`src/rtl/rll_pkg.sv`:
```
// Shared types and defaults for the key-gated wire block.
package rll_pkg;

    localparam int          DEF_KEY_W    = 16;
    localparam logic [15:0] DEF_INV_MASK = 16'h00A5;

    typedef enum logic [1:0] {
        ST_IDLE   = 2'd0,
        ST_SHIFT  = 2'd1,
        ST_FULL   = 2'd2,
        ST_COMMIT = 2'd3
    } rll_state_e;

    // Width of the beat counter; never below one bit.
    function automatic int cnt_w(input int key_w);
        return (key_w < 2) ? 1 : $clog2(key_w);
    endfunction

endpackage

```
`src/rtl/rll_key_shift.sv`:
```
// Shadow key register: serial LSB-first fill with a wrapping beat counter.
module rll_key_shift
    import rll_pkg::*;
#(
    parameter int KEY_W = DEF_KEY_W
) (
    input  logic             clk,
    input  logic             rst,
    input  logic             clr,
    input  logic             beat_en,
    input  logic             beat_bit,
    output logic [KEY_W-1:0] shadow,
    output logic             beat_last
);

    localparam int CW = cnt_w(KEY_W);
    localparam logic [CW-1:0] CNT_LAST = CW'(KEY_W - 1);

    logic [CW-1:0]    cnt_q, cnt_d;
    logic [KEY_W-1:0] shadow_q, shadow_d;

    assign shadow    = shadow_q;
    assign beat_last = beat_en && (cnt_q == CNT_LAST);

    // Clear has priority over a beat; the counter wraps after the last bit.
    always_comb begin
        shadow_d = shadow_q;
        cnt_d    = cnt_q;
        if (clr) begin
            shadow_d = '0;
            cnt_d    = '0;
        end else if (beat_en) begin
            shadow_d[cnt_q] = beat_bit;
            cnt_d           = (cnt_q == CNT_LAST) ? '0 : cnt_q + CW'(1);
        end
    end

    // Shadow and counter registers.
    always_ff @(posedge clk) begin
        if (rst) begin
            shadow_q <= '0;
            cnt_q    <= '0;
        end else begin
            shadow_q <= shadow_d;
            cnt_q    <= cnt_d;
        end
    end

endmodule

```
`src/rtl/rll_key_reg.sv`:
```
// Key load/commit controller and XOR/XNOR key gating of the protected wires.
//
//   state     | meaning
//   ----------+-----------------------------------------------------------
//   ST_IDLE   | no load in progress, ready for the first key beat
//   ST_SHIFT  | key beats arriving, shadow partially filled
//   ST_FULL   | shadow holds a complete key, waiting for key_commit
//   ST_COMMIT | one cycle: shadow copied into active key
module rll_key_reg
    import rll_pkg::*;
#(
    parameter int               KEY_W    = DEF_KEY_W,
    parameter logic [KEY_W-1:0] INV_MASK = KEY_W'(DEF_INV_MASK)
) (
    input  logic             clk,
    input  logic             rst,
    input  logic             key_sin_valid,
    input  logic             key_sin_data,
    output logic             key_sin_ready,
    input  logic             key_commit,
    input  logic             key_clr,
    input  logic [KEY_W-1:0] data_in,
    output logic [KEY_W-1:0] data_out,
    output logic             key_loaded,
    output logic             key_err
);

    rll_state_e       state_q, state_d;
    logic [KEY_W-1:0] active_key_q, active_key_d;
    logic [KEY_W-1:0] data_out_q, data_out_d;
    logic             key_loaded_q, key_loaded_d;
    logic             key_err_q, key_err_d;

    logic [KEY_W-1:0] shadow;
    logic             beat_last;
    logic             clr_eff;
    logic             beat_en;

    // A commit cycle cannot be aborted, so clear is masked there.
    assign clr_eff       = key_clr && (state_q != ST_COMMIT);
    assign key_sin_ready = !rst && ((state_q == ST_IDLE) || (state_q == ST_SHIFT));
    assign beat_en       = key_sin_valid && key_sin_ready && !clr_eff;

    rll_key_shift #(.KEY_W(KEY_W)) u_shift (
        .clk       (clk),
        .rst       (rst),
        .clr       (clr_eff),
        .beat_en   (beat_en),
        .beat_bit  (key_sin_data),
        .shadow    (shadow),
        .beat_last (beat_last)
    );

    // Next-state, key transfer and protocol-error detection.
    always_comb begin
        state_d      = state_q;
        active_key_d = active_key_q;
        key_loaded_d = key_loaded_q;
        key_err_d    = key_commit && (state_q != ST_FULL);
        unique case (state_q)
            ST_IDLE: begin
                if (beat_en) state_d = beat_last ? ST_FULL : ST_SHIFT;
            end
            ST_SHIFT: begin
                if (clr_eff)                  state_d = ST_IDLE;
                else if (beat_en && beat_last) state_d = ST_FULL;
            end
            ST_FULL: begin
                if (clr_eff)         state_d = ST_IDLE;
                else if (key_commit) state_d = ST_COMMIT;
            end
            ST_COMMIT: begin
                active_key_d = shadow;
                key_loaded_d = 1'b1;
                state_d      = ST_IDLE;
            end
            default: state_d = ST_IDLE;
        endcase
    end

    // Key gating: mask bit 1 behaves as XNOR, 0 as XOR.
    always_comb begin
        data_out_d = data_in ^ active_key_q ^ INV_MASK;
    end

    // Control and output registers.
    always_ff @(posedge clk) begin
        if (rst) begin
            state_q      <= ST_IDLE;
            active_key_q <= '0;
            data_out_q   <= '0;
            key_loaded_q <= 1'b0;
            key_err_q    <= 1'b0;
        end else begin
            state_q      <= state_d;
            active_key_q <= active_key_d;
            data_out_q   <= data_out_d;
            key_loaded_q <= key_loaded_d;
            key_err_q    <= key_err_d;
        end
    end

    assign data_out   = data_out_q;
    assign key_loaded = key_loaded_q;
    assign key_err    = key_err_q;

endmodule

```
`config.mk`:
```
export PLATFORM = sky130hd
export DESIGN_NAME = rll_key_reg
export DESIGN_NICKNAME = d
export VERILOG_FILES = /design/src/rtl/rll_pkg.sv /design/src/rtl/rll_key_shift.sv /design/src/rtl/rll_key_reg.sv
export SDC_FILE = /design/constraint.sdc
export NUM_CORES = 1
export LEC_CHECK = 0
export CORE_MARGIN = 2
export CORE_UTILIZATION = 25
export CTS_CLUSTER_DIAMETER = 80
export CTS_CLUSTER_SIZE = 40
export DETAILED_ROUTE_END_ITERATION = 16
export DONT_BUFFER_PORTS = 1
export GPL_TIMING_DRIVEN = 0
export PLACE_DENSITY_LB_ADDON = 0.15
export SYNTH_ARGS = -nofsm -noshare
export SYNTH_HDL_FRONTEND = slang
export SYNTH_HIERARCHICAL = 1
export SYNTH_SLANG_ARGS = --single-unit
```
`constraint.sdc`:
```
create_clock -name clk -period 4.5 [get_ports clk]
set_input_delay 0.225 -clock clk [delete_from_list [all_inputs] [get_ports clk]]
set_output_delay 0.225 -clock clk [all_outputs]
set_load 0.05 [all_outputs]
```
==> impl_metrics.tcl, run 1 <==
set metrics [dict create \
    rows 34 \
    antenna_found_initial 0 \
    wl_per_cell_um 12.6 \
    yosysTopAreaCellShare_pct 50.4 \
    synth_edf_count 0 \
    synth.area.top_cells "dfxtp_1 (50%), nand2_1 (6.6%), nor2_1 (5.7%), mux2i_1 (5.4%), xnor2_1 (4.7%)" \
    crit_fanout 10 \
    nFillCells 979 \
    ys_seq_area_share_pct 50.4 \
    via_per_inst 4.39 \
    ios 41 \
    synthCells 245 \
    max_freq_ghz 0.536 \
    drt-total-wl_um 4570 \
    port_buffers 0 \
    yosysWarnings 6 \
    drc 0 \
    final_util_pct 28.4 \
    synthArstFlopShare_pct 0 \
    synth_fp_nets 271 \
    start_util_pct 25.6 \
    post_cts_buffers 0 \
    cpPeakStageDelay_ns 0.42 \
    drtAntennaViolNets 0 \
    cts_tree "done" \
    clock_latency_ns 0.31 \
    drtIter0Drc 48 \
    fin_tns_setup_ns 0 \
    die_w_um 98.3 \
    clk_pin_slew_ns 0.11 \
    yosysTopAreaCell "dfxtp_1" \
    dr.pass1.iters 4 \
    grt_max_degree 20 \
    cts_inserted_buffers 5 \
    maxCapViolations 0 \
    cp_slowest_cell "dfxtp_1" \
    design_area_mm2 0.00247 \
    cts_max_level 2 \
    worstHoldPathType "input port to flop" \
    drv_slew 0 \
    dieArea_mm2 0.00967 \
    synth.most_common_cell "dfxtp_1" \
    arrival_ns 2.11 \
    core_area_mm2 0.00868 \
    grt_pass1_vias 1607 \
    endpoint_kind "flop" \
    vias 1588 \
    antenna_cells 0 \
    synth.distinct_cells 30 \
    dp_hpwl_um 3250 \
    tightest_slew_ns 0.881 \
    drive_above_1_share_pct 13.0 \
    p_leak_nw 0.908 \
    total_power_uw 862 \
    finalHoldViolCount 0 \
    syn_area_mm2 0.00222 \
    synth_seq_cells 56 \
    fin_worst_skew_ns 0.00751 \
    root_buffer "clkbuf_8" \
    globalplace.congestion 0.769 \
    syn-mean-instance-area_um2 9.08 \
    ff_latch_area_mm2 0.00112 \
    gr-usage-all-layers_pct 10.3 \
    grt-ovfl-total 0 \
    ir_drop_mv 0.128 \
    finalSetupViolCount 0 \
    worstSetupPathType "flop to flop" \
    synth_common_cells "dfxtp_1 (56), nand2_1 (39), nor2_1 (34)" \
    die_y_um 98.3 \
    rsz0062_at_grt "false" \
    grt_pass1_wl_um 8110 \
    period_share_pct 41.5 \
    fin_crit_ns 1.87 \
    fin_hold_ws_ns 0.0457 \
    clock_path_buffers 2 \
    place_area_mm2 0.00236 \
    clock_sinks 56 \
    start_kind "flop" \
    cp_data_required_time_ns 4.74 \
    cp_cell_sequence "nand2_1 -> buf_2 -> and2_1 -> or2_2 -> clkbuf_1 -> a21oi_1" \
    syn_to_final_growth_pct 10.9 \
    status "finished clean" \
    nNetsFinal 279 \
    powerDensity_mw_per_mm2 350 \
    multiInputGateArea_mm2 0.00100 \
    synth-main-ff-cell "dfxtp_1" \
    timing.slew.headroom_pct 41.0 \
]
area by class of cell:
| cell class | instances | share of cell area, % |
|---|---|---|
| repair buffers | 1 | 0.406 |
| clock inverters | 3 | 1.12 |
| inverters | 4 | 0.609 |
| clock buffers | 5 | 2.79 |
| plain buffers | 16 | 3.45 |
| multi-input cells | 169 | 40.7 |
| well taps | 108 | 5.48 |
| flip-flops and latches | 56 | 45.5 |
where the power goes:
part           switching (mW)  internal [mW]
registers              0.0324          0.504
logic                  0.0215         0.0123
clock network           0.177          0.115
total                   0.231          0.632
metrics by stage:
stage / cells / setup slack, ns
final: 362 / 2.63
after global routing: 362 / 2.43
after CTS: 362 / 2.57
after detailed placement: 353 / 2.60
after global placement: 353 / 2.62
after floorplan: 245 / 3.00
flip-flops by register name, summed over array words and instances, names as in the netlist:
register and count:
active_key_q 16, data_out 16, u_shift/shadow 16, u_shift/cnt_q 4, state_q 2, key_err 1, key_loaded 1
cell families after synthesis:
kind of cell / after synthesis / synth area share (%)
and+or+nand+nor: 104 / 21.8
DFF: 56 / 50.4
AOI/OAI and AO/OA: 32 / 8.94
muxes: 12 / 5.40
xor gates and xnor gates: 17 / 6.69
buffers and inverters: 20 / 4.50
adders and majority gates: 4 / 2.25
critical path: cells and delay by family (launching register included):
family | cells | cell delay [ns]
AO/OA/AOI/OAI | 1 | 0.18
buffers and inverters | 2 | 0.50
flip-flops | 1 | 0.42
AND/OR/NAND/NOR | 3 | 0.69
per-layer routing:
layer	share of wire, %	GRT usage [%]	vias up	wire (um)
li1	-	-	828	-
met1	47	13.3	725	2160
met2	48	16.8	33	2190
met3	4.4	3.08	2	200
met4	0.57	2.85	0	26
met5	0	0	-	0
cells in the final DEF, fill, tap and decap left out:
cell	instances
a21oi_1	15
a21oi_2	9
a31oi_1	1
and2_1	2
and3_1	1
buf_2	11
buf_4	1
buf_6	1
clkbuf_1	3
clkbuf_8	5
clkinv_4	1
clkinvlp_4	1
dfxtp_1	56
dlygate4sd3_1	1
ha_1	4
inv_1	3
inv_2	1
inv_8	1
mux2i_1	12
nand2_1	39
nand2b_1	1
nand3_1	4
nand4_1	8
nand4b_1	8
nor2_1	34
nor2b_1	1
nor3_1	1
nor3b_1	1
o21ai_0	6
o41ai_1	1
or2_2	2
or2b_1	1
or4_1	1
xnor2_1	12
xor2_1	5
path summary, 6_finish.rpt:
check	from	end	slack (ns)	cells after the start
setup reg to reg	state_q[1]	u_shift/cnt_q[1]	2.63	6
hold / removal	data_in[8]	data_out[8]	0.05	2
hold reg to reg	u_shift/shadow[4]	active_key_q[4]	0.46	2
setup / recovery	state_q[1]	u_shift/cnt_q[1]	2.63	6
repair_timing:
action                    in CTS  in global routing
hold buffers                   1                  0
hold endpoints to repair       2                  0
gates resized for setup        0                  0
No activity file was read; power rests on OpenSTA's default activity.
==> run 2, diff against run 1 <==
--- a/config.mk
+++ b/config.mk
@@ -5,6 +5,7 @@
 export SDC_FILE = /design/constraint.sdc
 export NUM_CORES = 1
 export LEC_CHECK = 0
+export ABC_AREA = 1
 export CORE_MARGIN = 2
 export CORE_UTILIZATION = 25
 export CTS_CLUSTER_DIAMETER = 80
==> constraint.sdc (replaced) <==
create_clock -name clk -period 1.55 [get_ports clk]
set_input_delay 0.0775 -clock clk [delete_from_list [all_inputs] [get_ports clk]]
set_output_delay 0.0775 -clock clk [all_outputs]
set_load 0.05 [all_outputs]
==> run 2 against run 1 <==
The run now ends with setup timing left. Cell area grew 23%. Global-route usage increased by 0.35 points. Combinational power increased to 17 times the previous value. Via count up 19%. Clock power rose to 2.8 times the previous value. Final cell count is 22% higher. Synthesized cell count is 20% higher. Sequential power grew to 3.1 times the previous value. Power rose to 3.5 times the previous value. Non-clock buffer count up 27. Routed wire length is 11% higher. Critical path type unchanged. Highest routed layer unchanged.
==> impl_metrics.tcl, run 2 <==
set metrics [dict create \
    m1WireLength_um 2490 \
    drtAntennaViolNets 0 \
    core_area_mm2 0.00876 \
    clk_pin_slew_ns 0.10 \
    gr-usage-all-layers_pct 10.7 \
    maxCapViolations 0 \
    antenna_cells 0 \
    synth_fp_nets 319 \
    synthArstFlopShare_pct 0 \
    cts_tree "done" \
    wl_per_cell_um 11.5 \
    final_util_pct 34.6 \
    cp_data_required_time_ns 1.76 \
    globalplace.congestion 0.708 \
    max_freq_ghz 0.605 \
    synth-main-ff-cell "dfxtp_1" \
    timing.slew.headroom_pct 57.8 \
    final_common_cell "nand2_1" \
    synth_edf_count 0 \
    dieArea_mm2 0.00988 \
    synth.area.top_cells "dfxtp_1 (49%), nand2_1 (12%), nor2_1 (8.4%), a21oi_1 (6.6%), xnor2_1 (4.6%)" \
    ios 41 \
    yosysTopAreaCellShare_pct 49.3 \
    synth_seq_cells 56 \
    vias 1883 \
    endpoint_kind "flop" \
    synth.distinct_cells 26 \
    clock_path_buffers 2 \
    nNetsFinal 360 \
    fin_worst_skew_ns 0.00570 \
    dr.pass1.iters 4 \
    design_area_mm2 0.00303 \
    finalSetupViolCount 17 \
    cts_max_level 2 \
    place_area_mm2 0.00244 \
    yosysTopAreaCell "dfxtp_1" \
    ir_drop_mv 0.393 \
    total_power_mw 3.06 \
    rsz0062_at_grt "true" \
    drv_slew 0 \
    ys_seq_area_share_pct 49.3 \
    mostFrequentLayoutCells "nand2_1 (64), dfxtp_1 (55), nor2_1 (51)" \
    dp_hpwl_um 3300 \
    failed_checks "setup timing" \
    status "finished, violations left" \
    rows 34 \
    wl_met3_um 220 \
    grt_max_degree 18 \
    start_kind "flop" \
    syn-mean-instance-area_um2 7.77 \
    antenna_found_initial 0 \
    grt_pass1_wl_um 8500 \
    drt-total-wl_um 5090 \
    period_share_pct 107 \
    drtIter0Drc 45 \
    powerDensity_mw_per_mm2 1010 \
    crit_fanout 7 \
    root_buffer "clkbuf_8" \
    setup_ws_ns -0.104 \
    dr_wl_met2_um 2320 \
    finalHoldViolCount 0 \
    tightest_slew_ns 0.630 \
    cts_inserted_buffers 5 \
    worstHoldPathType "input port to flop" \
    syn_area_mm2 0.00228 \
    die_y_um 99.4 \
    yosysWarnings 6 \
    fin_crit_ns 1.65 \
    top_layer_used "met4" \
    synthCells 293 \
    grt-ovfl-total 0 \
    port_buffers 0 \
    synth.most_common_cell "nand2_1" \
    drive_above_1_share_pct 21.5 \
    clock_sinks 56 \
    clock_latency_ns 0.31 \
    start_util_pct 26.0 \
    p_leak_nw 1.11 \
    die_w_um 99.4 \
    arrival_ns 1.86 \
    syn_to_final_growth_pct 33.0 \
    synth_common_cells "nand2_1 (74), dfxtp_1 (56), nor2_1 (51)" \
    drc 0 \
    grt_pass1_vias 1725 \
    via_per_inst 4.25 \
    worstSetupPathType "flop to flop" \
]
run 2: changes by cell type in the layout (fill, tap and decap cells not counted), moves of 11 or more:
cell	delta
buf_4	+11
nand3_2	+12
mux2i_1	-12
dlygate4sd3_1	+19
nand2_1	+25
nor2_1	+17
run 2: cells by family after synthesis:
group | synth area share (%)
DFF | 49.3
AOI/OAI and AO/OA | 8.52
xor gates and xnor gates | 6.16
buffers and inverters | 6.32
adders and majority gates | 2.20
and+or+nand+nor | 27.5
run 2: path summary, 6_finish.rpt:
| kind | from | slack (ns) | endpoint | cells past startpoint |
|---|---|---|---|---|
| min | key_commit | 0.02 | state_q[0] | 4 |
| max reg2reg | state_q[1] | -0.10 | u_shift/shadow[7] | 10 |
| max | state_q[1] | -0.10 | u_shift/shadow[7] | 10 |
| min reg2reg | u_shift/shadow[9] | 0.47 | active_key_q[9] | 2 |
run 2: per-layer routing:
metal	GRT usage, %	vias up
met5	0	-
li1	-	1003
met3	2.60	4
met4	3.79	0
met1	14.4	839
met2	16.6	37
run 2: critical path, stage by stage, from the launching register on:
cell,delay [ns]
dfxtp_4,0.36
nor2_4,0.33
nand3_4,0.13
clkinv_4,0.07
nand2_4,0.05
buf_4,0.13
buf_6,0.11
clkinvlp_4,0.16
nand3_2,0.09
nand2_1,0.08
nor2_1,0.03
run 2: power by group:
part           switching, mW  internal (mW)
Clock                  0.497          0.323
Sequential             0.151           1.50
Combinational          0.338          0.247
run 2: final cells by class:
cell class / instances / area [um2]
Fill cell: 938 / 5740
Multi-Input combinational cell: 207 / 1180
Sequential cell: 56 / 1120
Timing Repair Buffer: 35 / 328
Tap cell: 108 / 135
Inverter: 20 / 111
Clock buffer: 6 / 72.6
Buffer: 9 / 61.3
Clock inverter: 2 / 16.3
run 2: timing repair:
action,in CTS,in global routing
gates resized for setup,25,31
pin swaps,8,17
hold buffers,20,1
endpoints found under the setup margin,18,22
endpoints found under the hold margin,30,1
buffers inserted,9,8
run 2: metrics by stage:
stage	hold WS (ns)	worst slack, ns	setup TNS, ns	cells
after floorplan	0.214	-0.0715	-0.139	293
after global placement	0.218	-0.261	-1.69	401
after detailed placement	0.223	-0.299	-1.84	401
after CTS	0.0117	-0.115	-0.409	435
after global routing	0.0360	-0.206	-2.51	443
final	0.0198	-0.104	-0.787	443
==> run 3, diff against run 2 <==
--- a/config.mk
+++ b/config.mk
@@ -6,6 +6,8 @@
 export NUM_CORES = 1
 export LEC_CHECK = 0
 export ABC_AREA = 1
+export CELL_PAD_IN_SITES_DETAIL_PLACEMENT = 1
+export CELL_PAD_IN_SITES_GLOBAL_PLACEMENT = 2
 export CORE_MARGIN = 2
 export CORE_UTILIZATION = 25
 export CTS_CLUSTER_DIAMETER = 80
==> run 3 against run 2 <==
The flow still finishes with violations (setup timing). Routed wire length grew 8.0%. Combinational power shrank 2%. Sequential share of layout area grew 0.96 points. Cell area shrank 2.5%. Power grew 0.16%. Critical path depth grew 1. Sequential power is essentially flat. Utilization shrank 0.87 points. Clock power grew 1%. Non-clock buffer count shrank 4. Final cell count shrank 0.90%. Largest cell class unchanged. Largest power group unchanged.
==> impl_metrics.tcl, run 3 (synthesis results as in run 2) <==
set metrics [dict create \
    die_y_um 99.4 \
    drive_above_1_share_pct 19.6 \
    design_area_mm2 0.00295 \
    antenna_cells 0 \
    port_buffers 0 \
    antenna_found_initial 0 \
    grt_pass1_wl_um 9330 \
    drt-total-wl_um 5490 \
    failed_checks "setup timing" \
    tightest_slew_ns 0.698 \
    die_w_um 99.4 \
    via_per_inst 4.30 \
    cts_inserted_buffers 5 \
    finalHoldViolCount 0 \
    final-instance-count-excl-fill 439 \
    cts_tree "done" \
    syn_to_final_growth_pct 29.7 \
    worstSetupPathType "flop to flop" \
    endpoint_kind "flop" \
    arrival_ns 1.89 \
    dieArea_mm2 0.00988 \
    cp_data_required_time_ns 1.81 \
    fin_crit_ns 1.63 \
    drtAntennaViolNets 0 \
    globalplace.congestion 0.714 \
    ios 41 \
    root_buffer "clkbuf_8" \
    finalSetupViolCount 6 \
    ir_drop_mv 0.463 \
    drc 0 \
    powerDensity_mw_per_mm2 1040 \
    clock_path_buffers 2 \
    period_share_pct 105 \
    crit_fanout 4 \
    dp_hpwl_um 3810 \
    start_kind "flop" \
    final_util_pct 33.7 \
    maxCapViolations 0 \
    status "finished, violations left" \
    max_freq_ghz 0.612 \
    place_area_mm2 0.00244 \
    drv_slew 0 \
    start_util_pct 26.0 \
    clock_sinks 56 \
    fin_tns_setup_ns -0.167 \
    rows 34 \
    setup_ws_ns -0.0843 \
    clk_pin_slew_ns 0.10 \
    clock_latency_ns 0.31 \
    drtIter0Drc 68 \
    dr.pass1.iters 4 \
    timing.slew.headroom_pct 53.3 \
    cts_max_level 2 \
    grt_pass1_vias 1902 \
    p_leak_nw 1.09 \
    final_common_cell "nand2_1" \
    mostFrequentLayoutCells "nand2_1 (65), dfxtp_1 (55), nor2_1 (50)" \
    nNetsFinal 356 \
    wl_per_cell_um 12.5 \
    worstHoldPathType "input port to flop" \
    vias 1887 \
    grt_max_degree 19 \
    nFillCells 1058 \
    placed_cells 401 \
    grt-ovfl-total 0 \
    gr-usage-all-layers_pct 11.7 \
    core_area_mm2 0.00876 \
    rsz0062_at_grt "true" \
    fin_worst_skew_ns 0.00324 \
]
-- run 3: stage by stage --
step | power (mW) | hold slack, ns | setup slack (ns)
after global placement | 2.12 | 0.217 | -0.246
final | 3.06 | 0.0390 | -0.0843
after global routing | 3.27 | 0.0769 | -0.276
after detailed placement | 2.13 | 0.225 | -0.270
after floorplan | 2.03 | 0.214 | -0.0715
after CTS | 3.07 | -0.0686 | -0.152
-- run 3: critical path, cell delays in order (launching register included) --
cell and delay [ns]:
dfxtp_4 0.37, nor2_4 0.32, nand3_4 0.14, clkinv_4 0.09, nand2_4 0.06, nor2_4 0.12, nand4_1 0.12, nand2_2 0.12
nand2_1 0.05, nor2_1 0.09, nand2_1 0.05, inv_1 0.04
-- run 3: layout make-up --
cell class                 count  area (um2)  share of cell area, %
tap                          108         135                   4.58
clock inverter                 3        22.5                  0.763
multi-input combinational    207        1140                   38.8
timing repair buffer          31         290                   9.83
clock buffer                   5        68.8                   2.33
inverter                      20         104                   3.52
buffer                         9        61.3                   2.08
sequential                    56        1120                   38.1
-- run 3: layer usage --
metal	GRT usage [%]	up-vias	wire length [um]	share of wire, %
met2	19.0	26	2610	47
met1	15.5	865	2660	48
met4	3.79	0	44	0.80
li1	-	994	-	-
met5	0	-	0	0
met3	2.53	2	178	3.2
-- run 3: power by group --
part           switching [mW]  total, mW  internal, mW
Combinational           0.337      0.573         0.235
Clock                   0.506      0.831         0.326
Sequential              0.156       1.66          1.50
-- run 3: final timing paths --
| path | start | endpoint | slack, ns | cells after the start |
|---|---|---|---|---|
| setup / recovery | state_q[1] | state_q[1] | -0.08 | 11 |
| hold / removal | rst | state_q[1] | 0.04 | 4 |
| setup reg to reg | state_q[1] | state_q[1] | -0.08 | 11 |
| hold reg to reg | u_shift/shadow[12] | active_key_q[12] | 0.47 | 2 |
-- run 3: what timing repair did --
action | in CTS | in global routing
hold buffers | 19 | 1
hold endpoints to repair | 31 | 8
pin swaps | 5 | 16
gates resized for setup | 14 | 33
endpoints found under the setup margin | 19 | 21
buffers inserted | 6 | 6
